[src/rtl/mem_access_unit.sv]
// MEM-stage load/store engine: issues one word-aligned bus access at a time,
// stalls the pipeline while it is outstanding and returns extended load data.
module mem_access_unit #(
    parameter int unsigned TIMEOUT_CYC = 64
) (
    input  logic        clk,
    input  logic        resetn,
    input  logic        req_valid,
    input  logic        req_we,
    input  logic [31:0] req_addr,
    input  logic [3:0]  req_sel,
    input  logic [31:0] req_wdata,
    input  logic        req_usign,
    input  logic        req_exc,
    input  logic        flush,
    output logic        stall,
    output logic [31:0] rdata,
    output logic        rdata_valid,
    output logic        bus_err,
    output logic        mem_req,
    output logic        mem_wr,
    output logic [31:0] mem_addr,
    output logic [3:0]  mem_be,
    output logic [31:0] mem_wdata,
    input  logic        mem_ack,
    input  logic [31:0] mem_rdata
);

    typedef enum logic [1:0] {IDLE, BUSY, DONE} state_e;

    localparam logic [7:0] LAST_CNT = 8'(TIMEOUT_CYC - 1);

    state_e      state_q, state_d;
    logic [7:0]  cnt_q, cnt_d;
    logic        kill_q, kill_d;
    logic        we_q, we_d;
    logic        usign_q, usign_d;
    logic        mem_req_q, mem_req_d;
    logic        mem_wr_q, mem_wr_d;
    logic [31:0] mem_addr_q, mem_addr_d;
    logic [3:0]  mem_be_q, mem_be_d;
    logic [31:0] mem_wdata_q, mem_wdata_d;
    logic [31:0] rdata_q, rdata_d;
    logic        rdata_valid_q, rdata_valid_d;
    logic        bus_err_q, bus_err_d;
    logic        accept;
    logic        killed;
    logic        addr_lsb_unused;

    // Byte offset is carried by req_sel, so the low address bits are not needed.
    assign addr_lsb_unused = ^req_addr[1:0];

    function automatic logic [31:0] replicate(input logic [3:0] sel, input logic [31:0] w);
        logic [31:0] r;
        case (sel)
            4'b0011, 4'b1100: r = {2{w[15:0]}};
            4'b1111:          r = w;
            default:          r = {4{w[7:0]}};
        endcase
        return r;
    endfunction

    function automatic logic [31:0] extract(input logic [3:0] be, input logic us,
                                            input logic [31:0] rd);
        logic [31:0] r;
        case (be)
            4'b0001: r = us ? {24'b0, rd[7:0]}   : {{24{rd[7]}},  rd[7:0]};
            4'b0010: r = us ? {24'b0, rd[15:8]}  : {{24{rd[15]}}, rd[15:8]};
            4'b0100: r = us ? {24'b0, rd[23:16]} : {{24{rd[23]}}, rd[23:16]};
            4'b1000: r = us ? {24'b0, rd[31:24]} : {{24{rd[31]}}, rd[31:24]};
            4'b0011: r = us ? {16'b0, rd[15:0]}  : {{16{rd[15]}}, rd[15:0]};
            4'b1100: r = us ? {16'b0, rd[31:16]} : {{16{rd[31]}}, rd[31:16]};
            default: r = rd;
        endcase
        return r;
    endfunction

    assign accept = req_valid & ~req_exc & ~flush & (req_sel != 4'b0000);
    // A flush landing in the completing cycle still squashes the result.
    assign killed = kill_q | flush;

    always_comb begin
        state_d       = state_q;
        cnt_d         = cnt_q;
        kill_d        = kill_q;
        we_d          = we_q;
        usign_d       = usign_q;
        mem_req_d     = mem_req_q;
        mem_wr_d      = mem_wr_q;
        mem_addr_d    = mem_addr_q;
        mem_be_d      = mem_be_q;
        mem_wdata_d   = mem_wdata_q;
        rdata_d       = rdata_q;
        rdata_valid_d = 1'b0;
        bus_err_d     = 1'b0;
        case (state_q)
            IDLE: begin
                if (accept) begin
                    state_d     = BUSY;
                    cnt_d       = 8'd0;
                    kill_d      = 1'b0;
                    we_d        = req_we;
                    usign_d     = req_usign;
                    mem_req_d   = 1'b1;
                    mem_wr_d    = req_we;
                    mem_addr_d  = {req_addr[31:2], 2'b00};
                    mem_be_d    = req_sel;
                    mem_wdata_d = replicate(req_sel, req_wdata);
                end
            end
            BUSY: begin
                cnt_d = cnt_q + 8'd1;
                if (flush) kill_d = 1'b1;
                if (mem_ack) begin
                    state_d   = DONE;
                    mem_req_d = 1'b0;
                    mem_wr_d  = 1'b0;
                    if (!we_q && !killed) begin
                        rdata_d       = extract(mem_be_q, usign_q, mem_rdata);
                        rdata_valid_d = 1'b1;
                    end
                end else if (cnt_q == LAST_CNT) begin
                    state_d   = DONE;
                    mem_req_d = 1'b0;
                    mem_wr_d  = 1'b0;
                    bus_err_d = 1'b1;
                    if (!we_q && !killed) rdata_d = 32'd0;
                end
            end
            DONE:    state_d = IDLE;
            default: state_d = IDLE;
        endcase
    end

    always_ff @(posedge clk or negedge resetn) begin
        if (!resetn) begin
            state_q       <= IDLE;
            cnt_q         <= 8'd0;
            kill_q        <= 1'b0;
            we_q          <= 1'b0;
            usign_q       <= 1'b0;
            mem_req_q     <= 1'b0;
            mem_wr_q      <= 1'b0;
            mem_addr_q    <= 32'd0;
            mem_be_q      <= 4'd0;
            mem_wdata_q   <= 32'd0;
            rdata_q       <= 32'd0;
            rdata_valid_q <= 1'b0;
            bus_err_q     <= 1'b0;
        end else begin
            state_q       <= state_d;
            cnt_q         <= cnt_d;
            kill_q        <= kill_d;
            we_q          <= we_d;
            usign_q       <= usign_d;
            mem_req_q     <= mem_req_d;
            mem_wr_q      <= mem_wr_d;
            mem_addr_q    <= mem_addr_d;
            mem_be_q      <= mem_be_d;
            mem_wdata_q   <= mem_wdata_d;
            rdata_q       <= rdata_d;
            rdata_valid_q <= rdata_valid_d;
            bus_err_q     <= bus_err_d;
        end
    end

    assign stall       = ((state_q == IDLE) && accept) || (state_q == BUSY);
    assign mem_req     = mem_req_q;
    assign mem_wr      = mem_wr_q;
    assign mem_addr    = mem_addr_q;
    assign mem_be      = mem_be_q;
    assign mem_wdata   = mem_wdata_q;
    assign rdata       = rdata_q;
    assign rdata_valid = rdata_valid_q;
    assign bus_err     = bus_err_q;

endmodule

[config.mk]
export PLATFORM = sky130hd
export DESIGN_NAME = mem_access_unit
export DESIGN_NICKNAME = d
export VERILOG_FILES = /design/src/rtl/mem_access_unit.sv
export SDC_FILE = /design/constraint.sdc
export NUM_CORES = 1
export LEC_CHECK = 0
export ABC_AREA = 1
export ABC_CLOCK_PERIOD_IN_PS = 3600
export BUFFER_PORTS_ARGS = -buffer_cell sky130_fd_sc_hd__buf_2
export CORE_AREA = 2 2 106 108
export DETAILED_ROUTE_END_ITERATION = 8
export DIE_AREA = 0 0 108 110
export GPL_TIMING_DRIVEN = 0
export PLACE_DENSITY = 0.89
export SYNTH_ARGS = -nofsm -noshare
export SYNTH_HDL_FRONTEND = slang
export SYNTH_SLANG_ARGS = --single-unit
export TNS_END_PERCENT = 100
[constraint.sdc]
create_clock -name clk -period 3.6 [get_ports clk]
set_input_delay 0.36 -clock clk [delete_from_list [all_inputs] [get_ports clk]]
set_output_delay 0.36 -clock clk [all_outputs]
set_load 0.02 [all_outputs]
-- Yosys cells after proc, flatten, opt, wreduce, memory -nomap -nowiden
Cells that the tools add are included.
W data, S select, Z words.
- output and inout port bits: 105
- register bits: 115
- input port bits: 108
- word-level logic and storage cells: 83
- bitwise operators: 6
- equal/unequal tests: 14
- add/sub/neg operators: 1
- multiplexer cells: 33
- reduce and logical (&&, ||, !) cells: 16
- operators by type and width (kind ; count):
    $mux W32 ; 10
    $pmux W32 S6 ; 1
    $pmux W32 S2 ; 1
    $eq A4 B4 Y1 const B ; 4
    $pmux W8 S2 ; 1
    $eq A4 B2 Y1 const B ; 3
    $mux W1 ; 12
    $reduce_and A3 Y1 ; 3
    $add A8 B1 Y8 const B ; 1
    $eq A8 B6 Y1 const B ; 1
    $mux W8 ; 1
    $mux W2 ; 3
    $pmux W1 S2 ; 3
    $reduce_and A2 Y1 ; 3
    $eq A4 B1 Y1 const B ; 1
    $eq A4 B3 Y1 const B ; 1
    $ne A2 B2 Y1 const B ; 2
    $pmux W2 S2 ; 1
    $reduce_bool A2 Y1 ; 2
    $reduce_bool A4 Y1 ; 1
    $and A1 B1 Y1 ; 3
    $ne A3 B3 Y1 const B ; 1
    $eq A2 B1 Y1 const B ; 1
    $logic_and A1 B1 Y1 ; 2
    6 further kinds ; 8

-- Logic depth before layout (Yosys ltp)
- depth in word-level cells: 6
- depth in mapped cells: 10
- mapped depth without buffers: 9

-- Least setup slack after synthesis
OpenSTA, ideal clock, no wires.
- path kind: reg2reg
- start: reg mem_be_q[0], in the netlist mem_be[0]
- end: reg rdata_q[22], in the netlist rdata[22]
- data arrival time: 1.392 ns
- clock period less this slack: 1.508 ns
- buffers on the path: 1
- stages on the path, launching flop included: 10
- setup time: 0.116 ns
- data required time: 3.484 ns
- slack: 2.092 ns
- path through: dfrtp_1 -> nor2_2 -> nand2_1 -> nand2_2 -> nand2_1 -> nor2_1 -> nand2_2 -> buf_6 -> nand2_1 -> nand2_1
- longest elaborated chain between the ends: 4
- elaborated cells between the ends (all ways): 9
- classes of those cells: eq/ne (6); mux (3)
- RTL lines (what ; line ; source):
    start: declaration ; 41 ; logic [3:0] mem_be_q, mem_be_d;
    start signal: assignment ; 159 ; mem_be_q <= mem_be_d;
    $eq A4 B4 Y1 (tied with other cells) ; 66 ; case (be)
    $pmux W32 S6 (*) ; 66 ;
    $mux W32 (*) ; 118 ; if (!we_q && !killed) begin
    $mux W32 (*) ; 114 ; if (mem_ack) begin
    end signal: assignment ; 161 ; rdata_q <= rdata_d;
    end: declaration ; 43 ; logic [31:0] rdata_q, rdata_d;
Mark *: on every way between the ends. The rest lies on a longest branch, timed or not. The select of a mux whose other input is x is not followed.
A chain may end at the register's enable or synchronous reset.

-- Worst setup path in the final report
- start: reg state_q[0]
- end: out stall
- longest elaborated chain between the ends: 3
- elaborated cells between the ends (all ways): 4
- classes of those cells: eq/ne (1); reduce/logical (3)
- RTL lines (what ; line ; source):
    start: declaration ; 33 ; state_e state_q, state_d;
    start signal: assignment ; 151 ; state_q <= state_d;
    $logic_not A2 Y1 ; 167 ; assign stall = ((state_q == IDLE) && accept) || (state_q == BUSY);
    $logic_and A1 B1 Y1 ; 167 ;
    $logic_or A1 B1 Y1 (*) ; 167 ;
    end: declaration ; 16 ; output logic stall,
Mark *: on every way between the ends. The rest lies on a longest branch, timed or not.

==> results_dict.tcl <==
set metrics [dict create \
    p_total_mw 5.23 \
    yosysUniqueCellTypes 26 \
    crit_start "state_q[0]" \
    r2r-start "cnt_q[0]" \
    clk_path_buf_depth 2 \
    rrSetupSlack_ps 1770 \
    die_w_um 108 \
    worst_pin_slew_ps 609 \
    synth_warnings 0 \
    synth.cell_area_um2 5560 \
    p_per_area_nw_per_um2 707 \
    start_util_pct 52.0 \
    grt_pass1_vias 5651 \
    grt.total_usage_pct 28.9 \
    routed_wl_mm 16.6 \
    fin_crit_sh_pct 58.9 \
    wl_per_cell_um 14.8 \
    tns_ps 0 \
    synthSimpleGateAreaFrac_pct 36.1 \
    grt_pass1_wl_mm 26.6 \
    r2r_end "rdata[27]" \
    cap_violations 0 \
    crit_fanout 10 \
    p_int_mw 3.24 \
    finalSetupViolCount 0 \
    antenna_cells 0 \
    port_buffers 208 \
    root_buffer "clkbuf_8" \
    max_freq_mhz 471 \
    timing.critical_path.to "stall" \
    grt.overflow.total 0 \
    use_met2_pct 45.9 \
    cts_buffers 17 \
    fin_skew_ps 17.8 \
    clk_pin_slew_ps 60 \
    coreArea_um2 10700 \
    ir_worst_vdd_mv 0.421 \
    slew_viol_final 0 \
    ys_ff_latch 115 \
    cp-end-kind "output pin" \
    ys_seq_area_share_pct 51.8 \
    rsz0062_at_grt "false" \
    drtAntennaViolNets 0 \
    pin_count 213 \
    path_cells "nor2_1 > nand3_1 > buf_2 > nand2_1 > buf_2" \
    synth-compound-area-share_pct 5.94 \
    synth_xor_area_share_pct 0 \
    hold_viol 0 \
    outcome "completed" \
    drtIter0Drc 390 \
    ys_async_sr_fraction_pct 100 \
    met3_usage_pct 8.41 \
    place_congestion 0.926 \
    cp_common_cell "buf_2" \
    grt_max_degree 71 \
    synthMuxAreaShare_pct 0 \
    viasPerCell 5.24 \
    busiest_layer "met2" \
    drive_gt1_share_pct 27.8 \
    r2r_cells 10 \
    crit_required_ps 3240 \
    fp.dieArea_um2 11900 \
    start_kind "flop" \
    power_switching_mw 1.99 \
    hpwl_mm 12.2 \
    met1_usage_pct 36.4 \
    rows 38 \
    synthFlopType "dfrtp_1" \
    sequentialPowerShare_pct 36.1 \
    slowest_stage "dfrtp_1" \
    post-cts-setup-buffers 0 \
    critical_path_class "flop to output pin" \
    fin_crit_ps 2120 \
    die_height_um 110 \
    p_leak_nw 4.22 \
    synthAdderAreaFrac_pct 0.225 \
    synth_edf_count 0 \
    cts.sinks 115 \
    synth_top_family_by_area "simple AND/OR/NAND/NOR gates" \
    dr_total_vias 5892 \
    crit_path_max_incr_delay_ps 390 \
    clkLatencyLatePin_ps 520 \
    swShare_pct 38.1 \
    area_growth_pct 33.1 \
    combPwrFrac_pct 32.3 \
    slew_headroom_pct 59.4 \
    cts_tree "yes" \
    clock_power_share_pct 31.6 \
    drc 0 \
    arrival_ps 1760 \
    htreeDepth 4 \
    synth.avg_cell_area_um2 7.49 \
    drt_pass1_iterations 5 \
    nets 1081 \
    synthCells 742 \
    antenna_found_initial 0 \
    hold_class "input port to flop" \
]
==> per-layer routing <==
layer	share of wire (%)	vias up
met5	0	-
met4	3.5	0
met3	10	50
met2	47	340
met1	39	2710
li1	-	2792
==> kinds of logic (layout without fill, tap and decap cells) <==
family                   after synthesis  after routing
AND/OR/NAND/NOR                      490            490
flip-flops                           115            115
buffers and inverters                 74            316
AO/OA/AOI/OAI                         61             61
adder cells (fa/ha/maj)                1              1
other                                  1              2
==> worst min path at each step <==
stage                      startpoint           to  slack [ps]  cells after the start
after floorplan                resetn      bus_err          60                      0
after global placement       cnt_q[6]     cnt_q[6]         460                      1
after detailed placement       resetn    rdata[17]         400                      1
after CTS                 req_addr[4]  mem_addr[4]          20                      3
after global routing      req_addr[4]  mem_addr[4]          30                      3
final                     req_addr[8]  mem_addr[8]          40                      3
==> layout make-up <==
cell class | count | area, µm²
buffer | 33 | 173
clock buffer | 18 | 428
clock inverter | 14 | 153
fill | 863 | 3300
inverter | 41 | 154
multi-input combinational | 554 | 2360
sequential | 115 | 2880
tap | 140 | 175
timing repair buffer | 210 | 1080
==> flip-flops by register name, summed over array words and instances, names as in the netlist, 2 cells and up <==
signal,count
mem_wdata,32
rdata,32
mem_be,4
mem_addr,30
cnt_q,8
state_q,2
==> power by group through the flow <==
stage                     sequential, mW  clock, mW  combinational (mW)
final                               1.89       1.65                1.69
after global routing                1.93       1.73                1.87
after CTS                           1.89       1.67                1.69
after detailed placement            1.90          0                1.68
after global placement              1.89          0                1.64
after floorplan                     2.29          0               0.644
==> critical path, delay by kind of cell, from the launching register on <==
family,cells,cell delay [ps]
flops,1,390
simple gates,3,440
buf+inv,2,430
==> stage by stage <==
step | utilization, % | cell area (µm²) | worst slack (ps) | std cells | hold WS (ps)
finish | 69.2 | 7400 | 1480 | 1125 | 35.3
global route | 69.2 | 7400 | 1360 | 1125 | 29.6
CTS | 69.2 | 7400 | 1450 | 1125 | 23.5
detailed placement | 63.6 | 6810 | 1660 | 1092 | 404
global placement | 63.4 | 6780 | 836 | 1091 | 455
floorplan | - | 5560 | 2090 | 743 | 64.4
==> cells in the mapped netlist (2+ instances only) <==
library cell | instances | area share (%)
nand2_1 | 330 | 22
dfrtp_1 | 115 | 52
nand3_1 | 76 | 6.8
nor2_1 | 60 | 4.1
o21ai_0 | 42 | 3.8
inv_1 | 39 | 2.6
buf_2 | 15 | 1.4
clkbuf_1 | 10 | 0.68
a21oi_1 | 9 | 0.81
o21a_1 | 8 | 1.1
nand3b_1 | 7 | 0.95
nand2_2 | 6 | 0.68
nor3_1 | 5 | 0.45
buf_4 | 4 | 0.54
nor2_2 | 3 | 0.34
buf_1 | 2 | 0.14
buf_6 | 2 | 0.41
==> what timing repair did <==
action / in CTS / in global routing
hold endpoints to repair: 45 / 0
resized for setup: 0 / 0
hold buffers: 1 / 0
==> placed cells by master, fill, tap and decap left out, types with 3 or more instances in the layout <==
| master | instances |
|---|---|
| nand2_1 | 330 |
| buf_2 | 222 |
| dfrtp_1 | 115 |
| nand3_1 | 76 |
| nor2_1 | 60 |
| o21ai_0 | 42 |
| inv_1 | 39 |
| clkbuf_16 | 16 |
| clkbuf_1 | 10 |
| a21oi_1 | 9 |
| o21a_1 | 8 |
| nand3b_1 | 7 |
| nand2_2 | 6 |
| nor3_1 | 5 |
| buf_4 | 5 |
| clkinvlp_4 | 4 |
| inv_6 | 4 |
| nor2_2 | 3 |
No activity file was read; power rests on OpenSTA's default activity.
